`config.mk`:
```
export PLATFORM = sky130hd
export DESIGN_NAME = dts_frame_sync_flat
export DESIGN_NICKNAME = d
export VERILOG_FILES = /design/src/rtl/dts_frame_sync_if.sv /design/src/rtl/dts_frame_sync.sv /design/src/flat_wrapper.sv
export SDC_FILE = /design/constraint.sdc
export NUM_CORES = 1
export LEC_CHECK = 0
export ABC_AREA = 1
export BUFFER_PORTS_ARGS = -buffer_cell sky130_fd_sc_hd__buf_2
export CAP_MARGIN = 20
export CORE_MARGIN = 5
export CORE_UTILIZATION = 50
export CTS_CLUSTER_DIAMETER = 80
export DETAILED_ROUTE_END_ITERATION = 10
export PLACE_DENSITY = 0.77
export SLEW_MARGIN = 20
export SYNTH_ARGS = -nofsm -noshare
export SYNTH_HDL_FRONTEND = slang
export SYNTH_SLANG_ARGS = --single-unit
```
`constraint.sdc`:
```
create_clock -name clk -period 17.7 [get_ports clk]
set_input_delay 3.54 -clock clk [delete_from_list [all_inputs] [get_ports clk]]
set_output_delay 3.54 -clock clk [all_outputs]
set_load 0.01 [all_outputs]
```
`src/rtl/dts_frame_sync_if.sv`:
```
// DTS deframer bus: raw GT word in, payload, flags and bitslip request out.
// The consumer side (deframer) uses the slave modport.
interface dts_frame_sync_if #(
  parameter int INPUT_DWIDTH  = 160,
  parameter int OUTPUT_DWIDTH = 128
);
  logic [INPUT_DWIDTH-1:0]  din;
  logic                     bitslip;
  logic [OUTPUT_DWIDTH-1:0] dout;
  logic                     dout_locked;
  logic                     dout_one_sec;
  logic                     dout_ten_sec;
  logic                     dout_index;
  logic                     dout_sync;
  logic [15:0]              error_count;

  modport master (
    output din,
    input  bitslip, dout, dout_locked,
    input  dout_one_sec, dout_ten_sec,
    input  dout_index, dout_sync,
    input  error_count
  );

  modport slave (
    input  din,
    output bitslip, dout, dout_locked,
    output dout_one_sec, dout_ten_sec,
    output dout_index, dout_sync,
    output error_count
  );
endinterface

```
`src/rtl/dts_frame_sync.sv`:
```
// Per-input DTS deframer: header/index check, lock FSM with flywheel,
// bitslip hunting, and payload/flag output for dts_reorder.
module dts_frame_sync #(
  parameter int         INPUT_DWIDTH     = 160,
  parameter int         OUTPUT_DWIDTH    = 128,
  parameter int         FRAME_LEN        = 4,
  parameter logic [7:0] MARKER           = 8'hBC,
  parameter int         LOCK_COUNT       = 8,
  parameter int         UNLOCK_COUNT     = 4,
  parameter int         HUNT_TIMEOUT     = 16,
  parameter int         SLIP_WAIT_CYCLES = 8
) (
  input  logic         clk,
  input  logic         rst,
  dts_frame_sync_if.slave bus
);

  localparam int GW = $clog2(LOCK_COUNT + 1);
  localparam int BW = $clog2(UNLOCK_COUNT + 1);
  localparam int HW = $clog2(HUNT_TIMEOUT + 1);
  localparam int SW = $clog2(SLIP_WAIT_CYCLES + 1);
  localparam logic [7:0] LAST = 8'(FRAME_LEN - 1);

  typedef enum logic [1:0] {
    HUNT, SLIP_WAIT, CHECK, LOCKED
  } state_t;

  logic [31:0] hdr_in;
  logic        good_d;
  wire         unused_hdr = ^hdr_in[12:0];

  assign hdr_in = bus.din[INPUT_DWIDTH-1 -: 32];
  assign good_d = (hdr_in[31:24] == MARKER)
               && (hdr_in[23:16] <= LAST);

  logic [OUTPUT_DWIDTH-1:0] pay_q;
  logic [7:0]               idx_q;
  logic [2:0]               flg_q;
  logic                     good_q;
  logic                     v_q;

  always_ff @(posedge clk or posedge rst) begin
    if (rst) begin
      pay_q  <= '0;
      idx_q  <= '0;
      flg_q  <= '0;
      good_q <= 1'b0;
      v_q    <= 1'b0;
    end else begin
      pay_q  <= bus.din[OUTPUT_DWIDTH-1:0];
      idx_q  <= hdr_in[23:16];
      flg_q  <= hdr_in[15:13];
      good_q <= good_d;
      v_q    <= 1'b1;
    end
  end

  state_t      state;
  logic [7:0]  exp_q;
  logic [GW-1:0] good_cnt;
  logic [BW-1:0] bad_cnt;
  logic [HW-1:0] hunt_cnt;
  logic [SW-1:0] wait_cnt;

  logic       seq_ok;
  logic [7:0] idx_nxt;
  logic [7:0] exp_fw;

  assign seq_ok  = good_q && (idx_q == exp_q);
  assign idx_nxt = (idx_q == LAST) ? 8'd0 : idx_q + 8'd1;
  assign exp_fw  = (exp_q == LAST) ? 8'd0 : exp_q + 8'd1;

  // Outputs default to zero each cycle; only a clean locked word
  // drives payload and flags.
  always_ff @(posedge clk or posedge rst) begin
    if (rst) begin
      state            <= HUNT;
      exp_q            <= '0;
      good_cnt         <= '0;
      bad_cnt          <= '0;
      hunt_cnt         <= '0;
      wait_cnt         <= '0;
      bus.bitslip      <= 1'b0;
      bus.dout         <= '0;
      bus.dout_locked  <= 1'b0;
      bus.dout_one_sec <= 1'b0;
      bus.dout_ten_sec <= 1'b0;
      bus.dout_index   <= 1'b0;
      bus.dout_sync    <= 1'b0;
      bus.error_count  <= '0;
    end else begin
      bus.bitslip      <= 1'b0;
      bus.dout         <= '0;
      bus.dout_locked  <= 1'b0;
      bus.dout_one_sec <= 1'b0;
      bus.dout_ten_sec <= 1'b0;
      bus.dout_index   <= 1'b0;
      bus.dout_sync    <= 1'b0;
      if (v_q) begin
        unique case (state)
          HUNT: begin
            if (good_q) begin
              state    <= CHECK;
              exp_q    <= idx_nxt;
              good_cnt <= GW'(1);
              hunt_cnt <= '0;
            end else if (hunt_cnt == HW'(HUNT_TIMEOUT - 1)) begin
              state       <= SLIP_WAIT;
              bus.bitslip <= 1'b1;
              hunt_cnt    <= '0;
              wait_cnt    <= '0;
            end else begin
              hunt_cnt <= hunt_cnt + 1'b1;
            end
          end
          SLIP_WAIT: begin
            if (wait_cnt == SW'(SLIP_WAIT_CYCLES - 1)) begin
              state    <= HUNT;
              wait_cnt <= '0;
              hunt_cnt <= '0;
              good_cnt <= '0;
            end else begin
              wait_cnt <= wait_cnt + 1'b1;
            end
          end
          CHECK: begin
            if (seq_ok) begin
              exp_q <= idx_nxt;
              if (good_cnt == GW'(LOCK_COUNT - 1)) begin
                state            <= LOCKED;
                good_cnt         <= '0;
                bad_cnt          <= '0;
                bus.dout_locked  <= 1'b1;
                bus.dout         <= pay_q;
                bus.dout_one_sec <= flg_q[2];
                bus.dout_ten_sec <= flg_q[1];
                bus.dout_index   <= flg_q[0];
                bus.dout_sync    <= (idx_q == 8'd0);
              end else begin
                good_cnt <= good_cnt + 1'b1;
              end
            end else begin
              state    <= HUNT;
              good_cnt <= '0;
              hunt_cnt <= '0;
            end
          end
          LOCKED: begin
            exp_q <= exp_fw;
            if (seq_ok) begin
              bad_cnt          <= '0;
              bus.dout_locked  <= 1'b1;
              bus.dout         <= pay_q;
              bus.dout_one_sec <= flg_q[2];
              bus.dout_ten_sec <= flg_q[1];
              bus.dout_index   <= flg_q[0];
              bus.dout_sync    <= (idx_q == 8'd0);
            end else begin
              if (bus.error_count != 16'hFFFF)
                bus.error_count <= bus.error_count + 1'b1;
              if (bad_cnt == BW'(UNLOCK_COUNT - 1)) begin
                state    <= HUNT;
                bad_cnt  <= '0;
                hunt_cnt <= '0;
                good_cnt <= '0;
              end else begin
                bad_cnt         <= bad_cnt + 1'b1;
                bus.dout_locked <= 1'b1;
              end
            end
          end
          default: state <= HUNT;
        endcase
      end
    end
  end

endmodule

```
`src/flat_wrapper.sv`:
```
// flat-port wrapper written by rule: the top's interface ports become plain ports
module dts_frame_sync_flat 
#(
  parameter int         INPUT_DWIDTH     = 160,
  parameter int         OUTPUT_DWIDTH    = 128,
  parameter int         FRAME_LEN        = 4,
  parameter logic [7:0] MARKER           = 8'hBC,
  parameter int         LOCK_COUNT       = 8,
  parameter int         UNLOCK_COUNT     = 4,
  parameter int         HUNT_TIMEOUT     = 16,
  parameter int         SLIP_WAIT_CYCLES = 8
)
  (clk, rst, bus_din, bus_bitslip, bus_dout, bus_dout_locked, bus_dout_one_sec, bus_dout_ten_sec, bus_dout_index, bus_dout_sync, bus_error_count);
  dts_frame_sync_if #(.INPUT_DWIDTH(INPUT_DWIDTH), .OUTPUT_DWIDTH(OUTPUT_DWIDTH)) bus_i ();
  input  logic clk;
  input  logic rst;
  input wire logic [$bits(bus_i.din)-1:0] bus_din;
  output wire logic [$bits(bus_i.bitslip)-1:0] bus_bitslip;
  output wire logic [$bits(bus_i.dout)-1:0] bus_dout;
  output wire logic [$bits(bus_i.dout_locked)-1:0] bus_dout_locked;
  output wire logic [$bits(bus_i.dout_one_sec)-1:0] bus_dout_one_sec;
  output wire logic [$bits(bus_i.dout_ten_sec)-1:0] bus_dout_ten_sec;
  output wire logic [$bits(bus_i.dout_index)-1:0] bus_dout_index;
  output wire logic [$bits(bus_i.dout_sync)-1:0] bus_dout_sync;
  output wire logic [$bits(bus_i.error_count)-1:0] bus_error_count;
  assign bus_i.din = bus_din;
  assign bus_bitslip = bus_i.bitslip;
  assign bus_dout = bus_i.dout;
  assign bus_dout_locked = bus_i.dout_locked;
  assign bus_dout_one_sec = bus_i.dout_one_sec;
  assign bus_dout_ten_sec = bus_i.dout_ten_sec;
  assign bus_dout_index = bus_i.dout_index;
  assign bus_dout_sync = bus_i.dout_sync;
  assign bus_error_count = bus_i.error_count;
  dts_frame_sync #(.INPUT_DWIDTH(INPUT_DWIDTH), .OUTPUT_DWIDTH(OUTPUT_DWIDTH), .FRAME_LEN(FRAME_LEN), .MARKER(MARKER), .LOCK_COUNT(LOCK_COUNT), .UNLOCK_COUNT(UNLOCK_COUNT), .HUNT_TIMEOUT(HUNT_TIMEOUT), .SLIP_WAIT_CYCLES(SLIP_WAIT_CYCLES)) u_core (.clk(clk), .rst(rst), .bus(bus_i));
endmodule
```
==> results by stage <==
Setup path:
- The critical register-to-register path endpoint is u_core.bad_cnt[2]$_DFFE_PP0P_.
- For the worst setup path, the data required time is 14,160 ps.
- The nature of the critical path startpoint is a flip-flop.
- The slowest cell on the critical path is sky130_fd_sc_hd__dfrtp_1.
- The launch instance of the worst register-to-register path is u_core.state[1]$_DFFE_PP0P_.
- The kind of critical path is reg2out.
- The register-to-register path setup slack is 14,920 ps.
- In this design, the largest share of critical-path delay is due to flip-flops.
- The worst stage delay on the critical path is 470 ps.
- Counting cells, the worst reg-to-reg path comes to 8.
- Walking the worst path, the cells encountered are buf_2.
- The critical path data arrival time is 1160 ps.
- The worst setup path is captured at a primary output.
- Counting both buffers and inverters, the worst setup path holds a total of 1.
- The maximum fanout count along the critical path is 7.

Power:
- The power per standard cell area is 111.5 nW/um2.
- For this design the total switching power over the nets is 0.0003900 W.
- The reported leakage power is 7.065 nW.
- The internal power of the cells totals 0.001191 W.
- The power share of the combinational group is 8.9%.
- The fraction of power spent switching nets is 24.66%.
- The total power consumption of the routed design is 0.001581 W.
- The peak supply drop is 0.00006111 V.
- The fraction of power consumed by the clock network is 41.5%.
- The share of power burned in registers is 49.6%.

Timing:
- The remaining max-slew budget at the tightest pin is 39.22%.
- The worst hold slack across all endpoints is 482.5 ps.
- Setup violations remaining at the end of the flow were counted as 0.
- Of the available clock period, the critical path in the final layout requires 26.55%.
- The largest clock skew in the final design is 19.03 ps.
- Setup repair after global routing left no endpoint under its margin.
- The post-route setup TNS is 0 ps.
- The count of endpoints failing hold in the final timing report was 0.
- The final period demand of the worst path is 4699 ps.
- The upper clock frequency limit is 0.2128 GHz.
- The actual transition at the worst max-transition pin is 911.8 ps.
- The max-slew violation count is 0.

Cells and area:
- The non-filler instance count after layout is 1,617.
- The ratio of cells with drive above 1 in the final layout is 37.65%.
- Summing all flip-flop and latch instances after layout gives 7933 um2.
- After filler insertion, the fill cell instance count of the layout stands at 1,802.
- The area occupied by multi-input gates is 3092 um2.
- In the final design database the tool counted 1,474 nets.
- The total non-filler cell area in the finished layout is 14,180 um2.
- Compared with the post-synthesis result, the final layout area differs by 23.73%.

Floorplan:
- Pin placement for this block handled 312 I/O pins.
- The row count is 55.
- Measured along the y axis, the die boundary spans 161.4 um.
- The starting density of the core is 50.62%.
- The floorplan die width is 161.4 um.
- The region available for standard cell placement spans 22,640 um2.
- The floorplan step defined a die boundary enclosing 26,050 um2.

CTS:
- The clock reaches the later pin of the worst-skew pair after 510 ps.
- The H-tree was split into 2 levels.
- The number of hold buffers added after CTS was 0.
- TritonCTS built the clock tree.
- The post-CTS repair timing setup buffer count is 0.
- The clock slew at the register clock pins of the worst setup and hold paths is 50 ps.
- Counting the buffers created by CTS gives 34.
- The clock passes through at most 3 buffers.
- The number of instances resized during post-cts repair is 0.
- The clock sink count is 317.
- The root cell of the clock tree is sky130_fd_sc_hd__clkbuf_16.

Yosys:
- Counting every instance in the synthesized netlist gives 1,001.
- The number of distinct library cells after synthesis is 37.
- For this run, the leading register cell type out of synthesis is sky130_fd_sc_hd__dfrtp_1.
- The net count after synthesis is 1,171.
- The proportion of register bits with asynchronous set or reset after synthesis is 100.0%.
- In this run, synthesis inferred 0 flip-flops with an integrated enable.
- The share of synthesized area in the top cell type comes to 69.21%.
- Synthesis inferred 317 register bits.
- The cell area after synthesis is 11,460 um2.
- By area the synthesized netlist is led by sky130_fd_sc_hd__dfrtp_1 (69%), sky130_fd_sc_hd__nand2_1 (8.7%), sky130_fd_sc_hd__nor2_2 (5.7%).
- The average footprint of a synthesized cell is 11.45 um2.
- For this run, the number of Yosys warnings is 0.
- The largest area contributor in the synthesized netlist is sky130_fd_sc_hd__dfrtp_1.
- The share of the Yosys chip area taken by registers is 69.21%.

Route:
- Dividing the detail-routed wire length by the instance count gives 15.46 um.
- In this run, the number of DRC markers left after iteration 0 of detailed routing was 703.
- The routed design has 24,990 um of wire.
- The DRC violation count after routing is 0.
- The number of iterations in the first detailed-routing pass is 5.
- Dividing the detail-routed via count by the number of cells gives 4.831.
- The detail route stage leaves a number of antenna-violating nets equal to 0.
- The count of vias placed by the detailed router is 7,811.

Status:
- The flow ran to the end, and the final reports show no timing, DRC or antenna violations.

Global route:
- The pin count of the biggest net entering global routing is 187.
- For this run the aggregate overflow at the end of global routing stands at 0.
- The global-route wire length before repair is 40,870 um.
- The number of antenna violations at the first check in global routing is 6.
- For this run, the total global-route usage over all layers was measured as 19.39%.
- The via count of the first global-routing pass is 8,078.

Min path:
- The worst hold path terminates at u_core.bus.dout_index$_DFF_PP0_.
- The worst hold path was traced through 2 stages.
- The startpoint identified for the worst hold timing path is u_core.flg_q[0]$_DFF_PP0_.
- The worst hold path class is reg2reg.

Placement:
- Input and output buffers added on the ports amount to 298.
- At the end of routability-driven placement, the weighted congestion stood at 0.9073.
- The cell total after placement is 1,553.
- Detailed placement finished with a half-perimeter wire length of 17,200 um.
- The placed cell area is 13,120 um2.

Flow run:
- The total of max-cap violations is 0.
-- power by group through the flow --
stage / Sequential, W / Combinational, W / Clock (W)
floorplan: 0.000789 / 0.000105 / 0
global placement: 0.000796 / 0.000136 / 0
detailed placement: 0.000797 / 0.000142 / 0
CTS: 0.000784 / 0.000142 / 0.000673
global route: 0.000788 / 0.000163 / 0.000705
finish: 0.000785 / 0.000141 / 0.000656
-- cells in the mapped netlist (2+ instances only) --
| cell type | instances |
|---|---|
| sky130_fd_sc_hd__nand4_1 | 20 |
| sky130_fd_sc_hd__a21oi_1 | 10 |
| sky130_fd_sc_hd__ha_1 | 8 |
| sky130_fd_sc_hd__nor2_4 | 11 |
| sky130_fd_sc_hd__xnor2_1 | 12 |
| sky130_fd_sc_hd__o21ai_0 | 13 |
| sky130_fd_sc_hd__buf_4 | 2 |
| sky130_fd_sc_hd__nand3_1 | 38 |
| sky130_fd_sc_hd__clkbuf_1 | 14 |
| sky130_fd_sc_hd__nand2_1 | 266 |
| sky130_fd_sc_hd__nor2_1 | 57 |
| sky130_fd_sc_hd__inv_2 | 11 |
| sky130_fd_sc_hd__buf_6 | 13 |
| sky130_fd_sc_hd__buf_2 | 7 |
| sky130_fd_sc_hd__inv_1 | 39 |
| sky130_fd_sc_hd__o21ai_1 | 7 |
| sky130_fd_sc_hd__nand2_2 | 7 |
| sky130_fd_sc_hd__nor2_2 | 104 |
| sky130_fd_sc_hd__xor2_1 | 15 |
| sky130_fd_sc_hd__o21ai_2 | 2 |
| sky130_fd_sc_hd__nor3_1 | 10 |
| sky130_fd_sc_hd__nor4_1 | 4 |
| sky130_fd_sc_hd__dfrtp_1 | 317 |
-- sequential cells by signal, summed over array words and instances (netlist names) --
register	cells
u_core.bus.dout	128
u_core.pay_q	128
u_core.bus.error_count	16
u_core.exp_q	8
u_core.idx_q	8
u_core.hunt_cnt	5
u_core.good_cnt	4
u_core.wait_cnt	4
u_core.bad_cnt	3
u_core.flg_q	3
u_core.state	2
u_core.bus.bitslip	1
u_core.bus.dout_index	1
u_core.bus.dout_locked	1
u_core.bus.dout_one_sec	1
u_core.bus.dout_sync	1
u_core.bus.dout_ten_sec	1
u_core.good_q	1
u_core.v_q	1
-- through the flow --
stage	setup WS (ps)	util, %
2_1_floorplan	5389	-
3_3_place_gp	12440	57.95
3_5_place_dp	12440	57.95
4_1_cts	12970	62.59
5_1_grt	12660	62.63
6_report	13000	62.64
-- worst max-delay path by stage --
| stage | start | to | slack (ps) | cells after the start |
|---|---|---|---|---|
| 2_1_floorplan | rst | u_core.bad_cnt[0]$_DFFE_PP0P_ | 5390 | 1 |
| 3_3_place_gp | rst | u_core.pay_q[100]$_DFF_PP0_ | 12440 | 3 |
| 3_5_place_dp | rst | u_core.bus.dout[40]$_DFF_PP0_ | 12440 | 3 |
| 4_1_cts | rst | u_core.bus.dout[46]$_DFF_PP0_ | 12970 | 3 |
| 5_1_grt | rst | u_core.pay_q[101]$_DFF_PP0_ | 12660 | 3 |
| 6_report | u_core.bus.error_count[2]$_DFFE_PP0P_ | bus_error_count[2] | 13000 | 1 |
-- cell families (layout without fill, tap and decap cells) --
logic type | Yosys count | count (layout) | share of synthesized area (%)
AOI/OAI and AO/OA | 35 | 35 | 1.780
xor gates and xnor gates | 27 | 27 | 2.063
adders and majority gates | 8 | 8 | 0.8734
buffers and inverters | 86 | 413 | 3.810
DFF | 317 | 317 | 69.21
muxes | 1 | 1 | 0.08734
other | 1 | 5 | 0.03272
and+or+nand+nor | 526 | 526 | 22.14
-- routing by layer --
| metal | vias up | wire [um] | track usage [%] |
|---|---|---|---|
| li1 | 3725 | - | - |
| met1 | 3723 | 9694 | 24.06 |
| met2 | 298 | 12700 | 33.86 |
| met3 | 61 | 1763 | 3.930 |
| met4 | 4 | 817 | 7.057 |
| met5 | - | 14 | 0 |
-- placed cells by master (no fill, tap or decap), types with 6 or more instances in the layout --
cell type                   instances
sky130_fd_sc_hd__a21oi_1           10
sky130_fd_sc_hd__buf_2            298
sky130_fd_sc_hd__clkbuf_1           7
sky130_fd_sc_hd__clkbuf_16         34
sky130_fd_sc_hd__clkbuf_8           6
sky130_fd_sc_hd__clkinv_2           7
sky130_fd_sc_hd__dfrtp_1          317
sky130_fd_sc_hd__ha_1               8
sky130_fd_sc_hd__inv_1             37
sky130_fd_sc_hd__inv_2             11
sky130_fd_sc_hd__nand2_1          266
sky130_fd_sc_hd__nand2_2            7
sky130_fd_sc_hd__nand3_1           38
sky130_fd_sc_hd__nand4_1           20
sky130_fd_sc_hd__nor2_1            57
sky130_fd_sc_hd__nor2_2           104
sky130_fd_sc_hd__nor2_4            11
sky130_fd_sc_hd__nor3_1            10
sky130_fd_sc_hd__o21ai_0           13
sky130_fd_sc_hd__o21ai_1            7
sky130_fd_sc_hd__xnor2_1           12
sky130_fd_sc_hd__xor2_1            15
-- layout make-up --
| class | instances | share of cell area, % |
|---|---|---|
| multi-input combinational | 598 | 21.80 |
| tap | 285 | 2.515 |
| clock buffer | 47 | 6.767 |
| clock inverter | 13 | 0.6441 |
| antenna | 4 | 0.07058 |
| timing repair buffer | 303 | 10.87 |
| inverter | 50 | 1.394 |
| sequential | 317 | 55.94 |
(Power assumes the default switching activity.)
